**src/rtl/stack_ctrl_if.sv**
```systemverilog
// -----------------------------------------------------------------------------
// stack_ctrl_if
// Request/response handshake between the control unit and stack_ctrl.
//   req_valid/req_ready : request handshake (req_op: 00 PUSH, 01 POP, 10 LOAD,
//                         11 reserved); req_data carries the push byte or the
//                         new SP value for LOAD.
//   rsp_valid/rsp_ready : response handshake; rsp_data is the popped byte
//                         (0 otherwise), rsp_err flags overflow, underflow
//                         or a reserved op.
// Modports: master = control unit side, slave = stack_ctrl side.
// -----------------------------------------------------------------------------
interface stack_ctrl_if;
  logic       req_valid;
  logic [1:0] req_op;
  logic [7:0] req_data;
  logic       req_ready;
  logic       rsp_valid;
  logic       rsp_ready;
  logic [7:0] rsp_data;
  logic       rsp_err;

  modport master (
    output req_valid, req_op, req_data, rsp_ready,
    input  req_ready, rsp_valid, rsp_data, rsp_err
  );

  modport slave (
    input  req_valid, req_op, req_data, rsp_ready,
    output req_ready, rsp_valid, rsp_data, rsp_err
  );
endinterface

```
**src/rtl/stack_ctrl.sv**
```systemverilog
// -----------------------------------------------------------------------------
// stack_ctrl
// Sequencer for the 8-bit stack pointer register and the stack memory port.
// Takes one PUSH/POP/LOAD request at a time, drives the SP strobes and memory
// strobes in order, then presents a response until it is accepted.
//
// Ports:
//   clk          clock, all state on rising edge
//   rst_n        asynchronous active-low reset
//   bus          stack_ctrl_if.slave request/response handshake
//   i_sp_val     current SP register value
//   o_load_sp    SP load strobe, o_sp_in is the load value
//   o_sp_inc     SP increment strobe
//   o_sp_dec     SP decrement strobe
//   o_sp_in      SP load value (0 outside LOAD)
//   o_mem_addr   stack memory address (0 outside PUSH / POP_RD)
//   o_mem_wdata  stack memory write data (0 outside PUSH)
//   o_mem_we     one-cycle write strobe
//   o_mem_re     read strobe, i_mem_rdata valid the following cycle
//   i_mem_rdata  stack memory read data
//
// Optional feature: define STACK_CTRL_BOUNDS_EN to refuse PUSH at STACK_LIMIT
// (overflow) and POP at STACK_TOP (underflow). Without it only the reserved
// op is flagged and the SP register wraps modulo 256.
// -----------------------------------------------------------------------------
module stack_ctrl (
  input  logic               clk,
  input  logic               rst_n,
  stack_ctrl_if.slave        bus,
  input  logic [7:0]         i_sp_val,
  output logic               o_load_sp,
  output logic               o_sp_inc,
  output logic               o_sp_dec,
  output logic [7:0]         o_sp_in,
  output logic [7:0]         o_mem_addr,
  output logic [7:0]         o_mem_wdata,
  output logic               o_mem_we,
  output logic               o_mem_re,
  input  logic [7:0]         i_mem_rdata
);

  localparam logic [1:0] OP_PUSH = 2'b00;
  localparam logic [1:0] OP_POP  = 2'b01;
  localparam logic [1:0] OP_LOAD = 2'b10;

  typedef enum logic [2:0] {
    S_IDLE,
    S_PUSH,
    S_POP_INC,
    S_POP_RD,
    S_POP_CAP,
    S_LOAD,
    S_RESP
  } state_t;

  state_t     r_state;
  state_t     w_next;
  logic [7:0] r_data;
  logic [7:0] r_rsp_data;
  logic       r_rsp_err;
  logic       w_accept;
  logic       w_overflow;
  logic       w_underflow;
  logic       w_req_err;

`ifdef STACK_CTRL_BOUNDS_EN
  localparam logic [7:0] STACK_TOP   = 8'hFF;
  localparam logic [7:0] STACK_LIMIT = 8'h80;
  assign w_overflow  = (i_sp_val == STACK_LIMIT);
  assign w_underflow = (i_sp_val == STACK_TOP);
`else
  assign w_overflow  = 1'b0;
  assign w_underflow = 1'b0;
`endif

  assign w_accept = (r_state == S_IDLE) && bus.req_valid;

  // Error decided at accept time from the live SP value; an errored request
  // goes straight to RESP so no strobe is ever issued for it.
  always_comb begin
    w_req_err = 1'b0;
    case (bus.req_op)
      OP_PUSH: w_req_err = w_overflow;
      OP_POP:  w_req_err = w_underflow;
      OP_LOAD: w_req_err = 1'b0;
      default: w_req_err = 1'b1;
    endcase
  end

  always_ff @(posedge clk or negedge rst_n) begin
    if (!rst_n) begin
      r_state    <= S_IDLE;
      r_data     <= 8'h00;
      r_rsp_data <= 8'h00;
      r_rsp_err  <= 1'b0;
    end else begin
      r_state <= w_next;
      if (w_accept) begin
        r_data     <= bus.req_data;
        r_rsp_data <= 8'h00;
        r_rsp_err  <= w_req_err;
      end else if (r_state == S_POP_CAP) begin
        r_rsp_data <= i_mem_rdata;
      end else if ((r_state == S_RESP) && bus.rsp_ready) begin
        r_rsp_data <= 8'h00;
        r_rsp_err  <= 1'b0;
      end
    end
  end

  always_comb begin
    w_next = r_state;
    case (r_state)
      S_IDLE: begin
        if (bus.req_valid) begin
          if (w_req_err) begin
            w_next = S_RESP;
          end else begin
            case (bus.req_op)
              OP_PUSH: w_next = S_PUSH;
              OP_POP:  w_next = S_POP_INC;
              default: w_next = S_LOAD;
            endcase
          end
        end
      end
      S_PUSH:    w_next = S_RESP;
      S_POP_INC: w_next = S_POP_RD;
      S_POP_RD:  w_next = S_POP_CAP;
      S_POP_CAP: w_next = S_RESP;
      S_LOAD:    w_next = S_RESP;
      S_RESP:    if (bus.rsp_ready) w_next = S_IDLE;
      default:   w_next = S_IDLE;
    endcase
  end

  // Strobes and their data are pure decodes of the state, so an asynchronous
  // reset drops them immediately.
  always_comb begin
    o_load_sp   = 1'b0;
    o_sp_inc    = 1'b0;
    o_sp_dec    = 1'b0;
    o_sp_in     = 8'h00;
    o_mem_addr  = 8'h00;
    o_mem_wdata = 8'h00;
    o_mem_we    = 1'b0;
    o_mem_re    = 1'b0;
    case (r_state)
      S_PUSH: begin
        // Write uses the pre-decrement SP; the decrement lands on this edge.
        o_mem_we    = 1'b1;
        o_mem_addr  = i_sp_val;
        o_mem_wdata = r_data;
        o_sp_dec    = 1'b1;
      end
      S_POP_INC: o_sp_inc = 1'b1;
      S_POP_RD: begin
        o_mem_re   = 1'b1;
        o_mem_addr = i_sp_val;
      end
      S_LOAD: begin
        o_load_sp = 1'b1;
        o_sp_in   = r_data;
      end
      default: ;
    endcase
  end

  assign bus.req_ready = (r_state == S_IDLE);
  assign bus.rsp_valid = (r_state == S_RESP);
  assign bus.rsp_data  = r_rsp_data;
  assign bus.rsp_err   = r_rsp_err;

endmodule

```
**src/flat_wrapper.sv**
```systemverilog
// flat-port wrapper written by rule: the top's interface ports become plain ports
module stack_ctrl_flat 
  (clk, rst_n, i_sp_val, o_load_sp, o_sp_inc, o_sp_dec, o_sp_in, o_mem_addr, o_mem_wdata, o_mem_we, o_mem_re, i_mem_rdata, bus_req_valid, bus_req_op, bus_req_data, bus_rsp_ready, bus_req_ready, bus_rsp_valid, bus_rsp_data, bus_rsp_err);
  stack_ctrl_if bus_i ();
  input  logic clk;
  input  logic rst_n;
  input  logic [7:0] i_sp_val;
  output logic o_load_sp;
  output logic o_sp_inc;
  output logic o_sp_dec;
  output logic [7:0] o_sp_in;
  output logic [7:0] o_mem_addr;
  output logic [7:0] o_mem_wdata;
  output logic o_mem_we;
  output logic o_mem_re;
  input  logic [7:0] i_mem_rdata;
  input wire logic [$bits(bus_i.req_valid)-1:0] bus_req_valid;
  input wire logic [$bits(bus_i.req_op)-1:0] bus_req_op;
  input wire logic [$bits(bus_i.req_data)-1:0] bus_req_data;
  input wire logic [$bits(bus_i.rsp_ready)-1:0] bus_rsp_ready;
  output wire logic [$bits(bus_i.req_ready)-1:0] bus_req_ready;
  output wire logic [$bits(bus_i.rsp_valid)-1:0] bus_rsp_valid;
  output wire logic [$bits(bus_i.rsp_data)-1:0] bus_rsp_data;
  output wire logic [$bits(bus_i.rsp_err)-1:0] bus_rsp_err;
  assign bus_i.req_valid = bus_req_valid;
  assign bus_i.req_op = bus_req_op;
  assign bus_i.req_data = bus_req_data;
  assign bus_i.rsp_ready = bus_rsp_ready;
  assign bus_req_ready = bus_i.req_ready;
  assign bus_rsp_valid = bus_i.rsp_valid;
  assign bus_rsp_data = bus_i.rsp_data;
  assign bus_rsp_err = bus_i.rsp_err;
  stack_ctrl u_core (.clk(clk), .rst_n(rst_n), .bus(bus_i), .i_sp_val(i_sp_val), .o_load_sp(o_load_sp), .o_sp_inc(o_sp_inc), .o_sp_dec(o_sp_dec), .o_sp_in(o_sp_in), .o_mem_addr(o_mem_addr), .o_mem_wdata(o_mem_wdata), .o_mem_we(o_mem_we), .o_mem_re(o_mem_re), .i_mem_rdata(i_mem_rdata));
endmodule
```
**config.mk**
```make
export PLATFORM = sky130hd
export DESIGN_NAME = stack_ctrl_flat
export DESIGN_NICKNAME = d
export VERILOG_FILES = /design/src/rtl/stack_ctrl_if.sv /design/src/rtl/stack_ctrl.sv /design/src/flat_wrapper.sv
export SDC_FILE = /design/constraint.sdc
export NUM_CORES = 1
export LEC_CHECK = 0
export BUFFER_PORTS_ARGS = -buffer_cell sky130_fd_sc_hd__clkbuf_2
export CAP_MARGIN = 20
export CORE_MARGIN = 3
export CORE_UTILIZATION = 40
export CTS_CLUSTER_DIAMETER = 50
export DETAILED_ROUTE_END_ITERATION = 8
export PLACE_DENSITY = 0.78
export SETUP_SLACK_MARGIN = 0.1
export SKIP_LAST_GASP = 1
export SYNTH_ARGS = -nofsm -noshare
export SYNTH_HDL_FRONTEND = slang
export SYNTH_SLANG_ARGS = --single-unit
```
**constraint.sdc**
```tcl
create_clock -name clk -period 4.62 [get_ports clk]
set_clock_uncertainty 0.2 [all_clocks]
set_input_delay 0 -clock clk [delete_from_list [all_inputs] [get_ports clk]]
set_output_delay 0 -clock clk [all_outputs]
set_load 0.005 [all_outputs]
```
==> results.sh, run 1 <==
export IMPL_outcome="finished clean"
export IMPL_max_stage_delay_ns=0.78
export IMPL_synth_adder_area_share=0
export IMPL_drive_above_1_share=0.435
export IMPL_path_max_fanout=10
export IMPL_synth_area_sq_um=998
export IMPL_fp_dieArea_sq_mm=0.00313
export IMPL_yosysUniqueCellTypes=22
export IMPL_initial_core_util=0.435
export IMPL_critPathBufInv=2
export IMPL_synth_mux_area_frac=0.0902
export IMPL_cts_buffers_inserted=3
export IMPL_ir_drop_v=0.000354
export IMPL_setup_viol=0
export IMPL_vias_per_cell=4.84
export IMPL_cts_reportedPaths_clkPinSlew_ns=0.11
export IMPL_cp_cell_sequence="inv_1, nor3_1, and2_1, clkbuf_2"
export IMPL_path_class="reg2out"
export IMPL_layout_common_cells="69 x clkbuf_2, 26 x dlygate4sd3_1, 24 x and2_1"
export IMPL_dr_pass1_iters=4
export IMPL_wl_per_cell_microns=13.1
export IMPL_port_buffers=69
export IMPL_grt_max_degree=16
export IMPL_synth_area_leader_cell="dfrtp_1"
export IMPL_hold_viol_final=0
export IMPL_synth_xor_area_share=0
export IMPL_worstPathArrival_ns=2.10
export IMPL_final_cell_area_sq_mm=0.00166
export IMPL_max_slew_margin=0.368
export IMPL_p_leak_nw=0.891
export IMPL_synth_compound_area_frac=0.124
export IMPL_dp_slack_ns=2.70
export IMPL_synth_top_family_by_area="simple AND/OR/NAND/NOR gates"
export IMPL_ant_nets=0
export IMPL_cts_tree="built"
export IMPL_critPathTopFamily="simple AND/OR/NAND/NOR gates"
export IMPL_antenna_cells=0
export IMPL_grt_pass1_wl_mm=4.46
export IMPL_synth_warnings=0
export IMPL_hpwl_mm=1.92
export IMPL_p_per_area_mw_per_mm2=501
export IMPL_htreeDepth=1
export IMPL_cts_sinks=20
export IMPL_drt_initial_drc_count=33
export IMPL_rsz0062_at_grt="false"
export IMPL_clk_latency_ns=0.29
export IMPL_core_area_sq_mm=0.00230
export IMPL_synth_cells=91
export IMPL_synth_nets=121
export IMPL_antenna_found_initial=0
export IMPL_worst_pin_slew_ns=0.940
export IMPL_synth_top_area_frac=0.501
export IMPL_routed_wl_mm=2.77
export IMPL_die_width_microns=56.0
export IMPL_ios=70
export IMPL_max_freq_mhz=436
export IMPL_fin_crit_sh=0.497
export IMPL_finalMaxSlewViolations=0
export IMPL_max_cap_violations=0
export IMPL_yosys_area_share_simple=0.243
export IMPL_place_congestion=0.802
export IMPL_fin_setup_tns_ns=0
export IMPL_dp_cells=182
export IMPL_vias=1027
export IMPL_fp_dieH_microns=56.0
export IMPL_seq_area_frac_synth=0.501
export IMPL_cts_root_buf="clkbuf_4"
export IMPL_synth_seq_cells=20
export IMPL_crit_required_ns=4.42
export IMPL_grt_total_usage=0.177
export IMPL_final_common_cell="clkbuf_2"
export IMPL_hp_class="in2out"
export IMPL_area_growth_synth_to_final_pct=66.4
export IMPL_fin_total_pwr_w=0.000832
export IMPL_num_rows=17
export IMPL_avgSynthCellArea_sq_um=11.0
export IMPL_cp_slowest_cell="nor3_1"
export IMPL_grt_pass1_vias=1015
export IMPL_drc=0
export IMPL_grt_overflow_total=0
export IMPL_synthTopCellsByArea="dfrtp_1 50%, and2_1 15%, a22o_1 7.0%, mux2_2 5.6%, mux2_1 3.4%"
export IMPL_nets=215
export IMPL_dpl_cell_area_sq_mm=0.00135
export IMPL_finalWorstSetupSlack_ns=2.32
export IMPL_cp_end_kind="primary output"
export IMPL_clk_path_buf_depth=2
export IMPL_min_period_ns=2.30
export IMPL_critPathLaunchType="register"
export IMPL_fin_cells=212
## through the flow
| stage | hold slack (ns) | utilization |
|---|---|---|
| 3_5_place_dp | -0.214 | 0.587 |
| 3_3_place_gp | -0.219 | 0.587 |
| 5_1_grt | 0.0985 | 0.723 |
| 6_report | 0.0743 | 0.723 |
| 4_1_cts | 0.0755 | 0.723 |
| 2_1_floorplan | -0.496 | - |
## worst paths after layout
path	startpoint	end	slack [ns]	cells past startpoint
max	u_core.r_state[0]$_DFFE_PN0P_	o_mem_wdata[2]	2.32	4
min	i_sp_val[7]	o_mem_addr[7]	0.07	3
max reg2reg	u_core.r_state[0]$_DFFE_PN0P_	u_core.r_state[2]$_DFFE_PN0P_	2.61	4
min reg2reg	u_core.r_data[6]$_DFFE_PN0P_	u_core.r_data[6]$_DFFE_PN0P_	0.31	1
max in group asynchronous	rst_n	u_core.r_data[5]$_DFFE_PN0P_	2.52	4
min in group asynchronous	rst_n	u_core.bus.rsp_err$_DFFE_PN0P_	0.42	3
## state kept, by name (all words and copies together), names as in the netlist
register,count
u_core.r_data,8
u_core.r_state,3
u_core.bus.rsp_err,1
u_core.bus.rsp_data,8
## cell type report
type	instances	area (sq um)
clock inverter	1	30.0
sequential	20	500
fill	165	636
tap	28	35.0
multi-input combinational	62	457
clock buffer	3	22.5
timing repair buffer	95	606
inverter	3	11.3
## metal layers
layer | up-vias | track usage | part of all wire
met4 | 0 | 0.0475 | 0.0076
met2 | 51 | 0.307 | 0.50
met5 | - | 0 | 0
met1 | 471 | 0.223 | 0.42
li1 | 501 | - | -
met3 | 4 | 0.0371 | 0.073
## cell families after synthesis
| family | count (synthesis) |
|---|---|
| simple gates | 38 |
| flops | 20 |
| compound gates | 16 |
| buf+inv | 9 |
| mux | 8 |
## tightest hold or removal path, cell delays in order
cell and delay [ns]:
clkbuf_2 0.07, and2_1 0.10, clkbuf_2 0.10
## power by group
group          total (W)  switching [W]  internal [W]
Clock           0.000139      0.0000510     0.0000876
Sequential      0.000339      0.0000783      0.000260
Combinational   0.000355       0.000153      0.000201
Total           0.000832       0.000283      0.000549
## synthesized netlist by cell type
| library cell | number |
|---|---|
| and2_1 | 24 |
| clkbuf_1 | 2 |
| a21oi_1 | 3 |
| a22o_1 | 8 |
| and3b_1 | 1 |
| a21bo_2 | 1 |
| mux2_2 | 5 |
| buf_2 | 3 |
| mux2_1 | 3 |
| nand2_1 | 1 |
| a221o_1 | 1 |
| nand3_1 | 1 |
| o21ai_0 | 2 |
| nor2_1 | 2 |
| buf_4 | 1 |
| nor3_1 | 5 |
| nor4b_4 | 1 |
| inv_1 | 3 |
| nor2b_1 | 1 |
| and3_1 | 2 |
| o221ai_1 | 1 |
| dfrtp_1 | 20 |
## what timing repair did
action	in CTS	in global routing
endpoints found under the hold margin	40	0
gates resized for setup	0	0
setup buffers	0	0
hold buffers	26	0
(Power assumes the default switching activity.)
==> run 2, diff against run 1 <==
--- a/config.mk
+++ b/config.mk
@@ -5,13 +5,14 @@
 export SDC_FILE = /design/constraint.sdc
 export NUM_CORES = 1
 export LEC_CHECK = 0
+export ABC_AREA = 1
 export BUFFER_PORTS_ARGS = -buffer_cell sky130_fd_sc_hd__clkbuf_2
 export CAP_MARGIN = 20
 export CORE_MARGIN = 3
 export CORE_UTILIZATION = 40
 export CTS_CLUSTER_DIAMETER = 50
 export DETAILED_ROUTE_END_ITERATION = 8
-export PLACE_DENSITY = 0.78
+export PLACE_DENSITY = 0.76
 export SETUP_SLACK_MARGIN = 0.1
 export SKIP_LAST_GASP = 1
 export SYNTH_ARGS = -nofsm -noshare
==> constraint.sdc (replaced) <==
create_clock -name clk -period 2.3 [get_ports clk]
set_clock_uncertainty 0.2 [all_clocks]
set_input_delay 0 -clock clk [delete_from_list [all_inputs] [get_ports clk]]
set_output_delay 0 -clock clk [all_outputs]
set_load 0.005 [all_outputs]
==> run 2 against run 1 <==
Non-clock buffer count increased by 5. Synthesized area increased by 8.4%. Sequential cell count unchanged. Die area increased by 7.5%. Clock power increased by 13%. Critical path depth unchanged. Combinational power increased to 2.7 times the previous value. Via count increased by 25%. Setup slack got worse by 2.1 ns. Register-to-register slack got worse by 2.3 ns. Largest cell class unchanged. Largest power group unchanged.
==> results.sh, run 2 <==
export IMPL_fp_dieH_microns=58.0
export IMPL_yosysUniqueCellTypes=20
export IMPL_yosysMostFrequentCell="nand2_1"
export IMPL_max_slew_margin=0.652
export IMPL_ir_drop_v=0.000719
export IMPL_synth_edf_count=0
export IMPL_layout_common_cells="69 x clkbuf_2, 35 x nand2_1, 31 x dlygate4sd3_1"
export IMPL_antenna_found_initial=0
export IMPL_ant_nets=0
export IMPL_fp_dieArea_sq_mm=0.00337
export IMPL_avgSynthCellArea_sq_um=7.41
export IMPL_cts_buffers_inserted=3
export IMPL_synth_warnings=0
export IMPL_synth_cells=146
export IMPL_post_cts_resize_count=0
export IMPL_nets=277
export IMPL_vias=1285
export IMPL_min_period_ns=2.03
export IMPL_worstPathArrival_ns=2.06
export IMPL_critPathLaunchType="register"
export IMPL_port_buffers=69
export IMPL_p_per_area_mw_per_mm2=989
export IMPL_place_congestion=0.726
export IMPL_p_leak_nw=1.07
export IMPL_cp_end_kind="register"
export IMPL_worst_pin_slew_ns=0.518
export IMPL_hpwl_mm=2.10
export IMPL_synth_ff_type="dfrtp_1"
export IMPL_ios=70
export IMPL_final_common_cell="clkbuf_2"
export IMPL_ys_top_cells_by_count="35 x nand2_1, 28 x nor2_1, 24 x inv_1"
export IMPL_cts_root_buf="clkbuf_4"
export IMPL_fin_crit_sh=0.883
export IMPL_num_rows=18
export IMPL_cts_reportedPaths_clkPinSlew_ns=0.11
export IMPL_drt_initial_drc_count=33
export IMPL_grt_total_usage=0.207
export IMPL_grt_max_degree=21
export IMPL_synth_nets=176
export IMPL_core_area_sq_mm=0.00252
export IMPL_clk_latency_ns=0.29
export IMPL_hold_buffers=31
export IMPL_utilization=0.698
export IMPL_synth_area_leader_cell="dfrtp_1"
export IMPL_dr_pass1_iters=4
export IMPL_hp_class="in2async"
export IMPL_grt_pass1_wl_mm=5.39
export IMPL_htreeDepth=1
export IMPL_synthTopCellsByArea="dfrtp_1 46%, nand2_1 12%, nor2_1 9.7%, inv_1 8.3%, nand3_1 6.0%"
export IMPL_path_max_fanout=8
export IMPL_path_class="reg2reg"
export IMPL_synth_top_area_frac=0.462
export IMPL_routed_wl_mm=3.21
export IMPL_wl_per_cell_microns=11.7
export IMPL_antenna_cells=0
export IMPL_reg2reg_slack_ns=0.27
export IMPL_cts_tree="built"
export IMPL_fin_setup_tns_ns=0
export IMPL_crit_required_ns=2.33
export IMPL_cts_sinks=20
export IMPL_die_width_microns=58.0
export IMPL_setup_viol=0
export IMPL_rsz0062_at_grt="false"
export IMPL_finalMaxSlewViolations=0
export IMPL_grt_pass1_vias=1246
export IMPL_grt_overflow_total=0
export IMPL_initial_core_util=0.429
export IMPL_drive_above_1_share=0.335
export IMPL_drc=0
export IMPL_r2r_cells=4
export IMPL_post_cts_repair_setup_buffers=0
export IMPL_ys_async_sr_fraction=1.00
export IMPL_synth_area_sq_mm=0.00108
export IMPL_vias_per_cell=4.67
export IMPL_synth_seq_cells=20
export IMPL_area_growth_synth_to_final_pct=62.7
export IMPL_max_freq_mhz=493
export IMPL_clk_path_buf_depth=2
export IMPL_hold_viol_final=0
export IMPL_seq_area_frac_synth=0.462
export IMPL_max_cap_violations=0
export IMPL_outcome="finished clean"
==> run 2: cell count changes in the layout (fill, tap and decap cells not counted), moves of 8 or more <==
cell,before,now
nand2_1,1,35
a22o_1,8,0
nand3_1,1,13
inv_1,3,24
and2_1,24,0
nor2_1,2,28
==> run 2: per-stage QoR <==
| step | hold slack [ns] | total power (W) | worst slack (ns) | cell area (sq um) | instances |
|---|---|---|---|---|---|
| detailed placement | -0.218 | 0.00141 | 0.839 | 1430 | 241 |
| floorplan | -0.496 | 0.00114 | 0.940 | 1080 | 146 |
| global route | 0.0460 | 0.00191 | 0.160 | 1760 | 275 |
| CTS | 0.00270 | 0.00173 | 0.332 | 1760 | 275 |
| finish | 0.00311 | 0.00174 | 0.270 | 1760 | 275 |
| global placement | -0.220 | 0.00139 | 0.846 | 1430 | 241 |
==> run 2: where the power goes <==
part	internal, W	switching (W)	leakage, nW
Clock	0.0000608	0.0000967	0.0138
Sequential	0.000518	0.000122	0.253
Combinational	0.000437	0.000505	0.801
==> run 2: cells by family (layout without fill, tap and decap cells) <==
logic type	after synthesis	after routing	share of synthesized area
and+or+nand+nor	83	83	0.342
buffers and inverters	31	130	0.133
DFF	20	20	0.462
AOI/OAI and AO/OA	12	12	0.0624
==> run 2: worst max-delay path, cell delays in order, from the launching register on <==
cell           delay, ns
dfrtp_1             0.50
nor3_2              0.50
nand2_1             0.12
nand2_1             0.09
dlygate4sd3_1       0.55
==> run 2: path summary, 6_finish.rpt <==
check | startpoint | to
setup reg to reg | u_core.r_state[0]$_DFFE_PN0P_ | u_core.bus.rsp_data[6]$_DFFE_PN0P_
setup / recovery | u_core.r_state[0]$_DFFE_PN0P_ | u_core.bus.rsp_data[6]$_DFFE_PN0P_
max in group asynchronous | rst_n | u_core.bus.rsp_err$_DFFE_PN0P_
min in group clk | i_sp_val[0] | o_mem_addr[0]
hold / removal | rst_n | u_core.bus.rsp_data[6]$_DFFE_PN0P_
hold reg to reg | u_core.r_data[6]$_DFFE_PN0P_ | u_core.r_data[6]$_DFFE_PN0P_
==> run 2: final cells by class <==
type / count / area [sq um]
fill: 221 / 762
timing repair buffer: 100 / 656
sequential: 20 / 500
multi-input combinational: 95 / 438
inverter: 27 / 106
tap: 30 / 37.5
clock buffer: 3 / 22.5
==> run 2: per-layer routing <==
metal / global-route usage / up-vias / routed length (microns)
met2: 0.373 / 54 / 1540
met4: 0.0795 / 0 / 64
met1: 0.242 / 586 / 1350
li1: - / 639 / -
met3: 0.0401 / 6 / 255
met5: 0 / - / 0
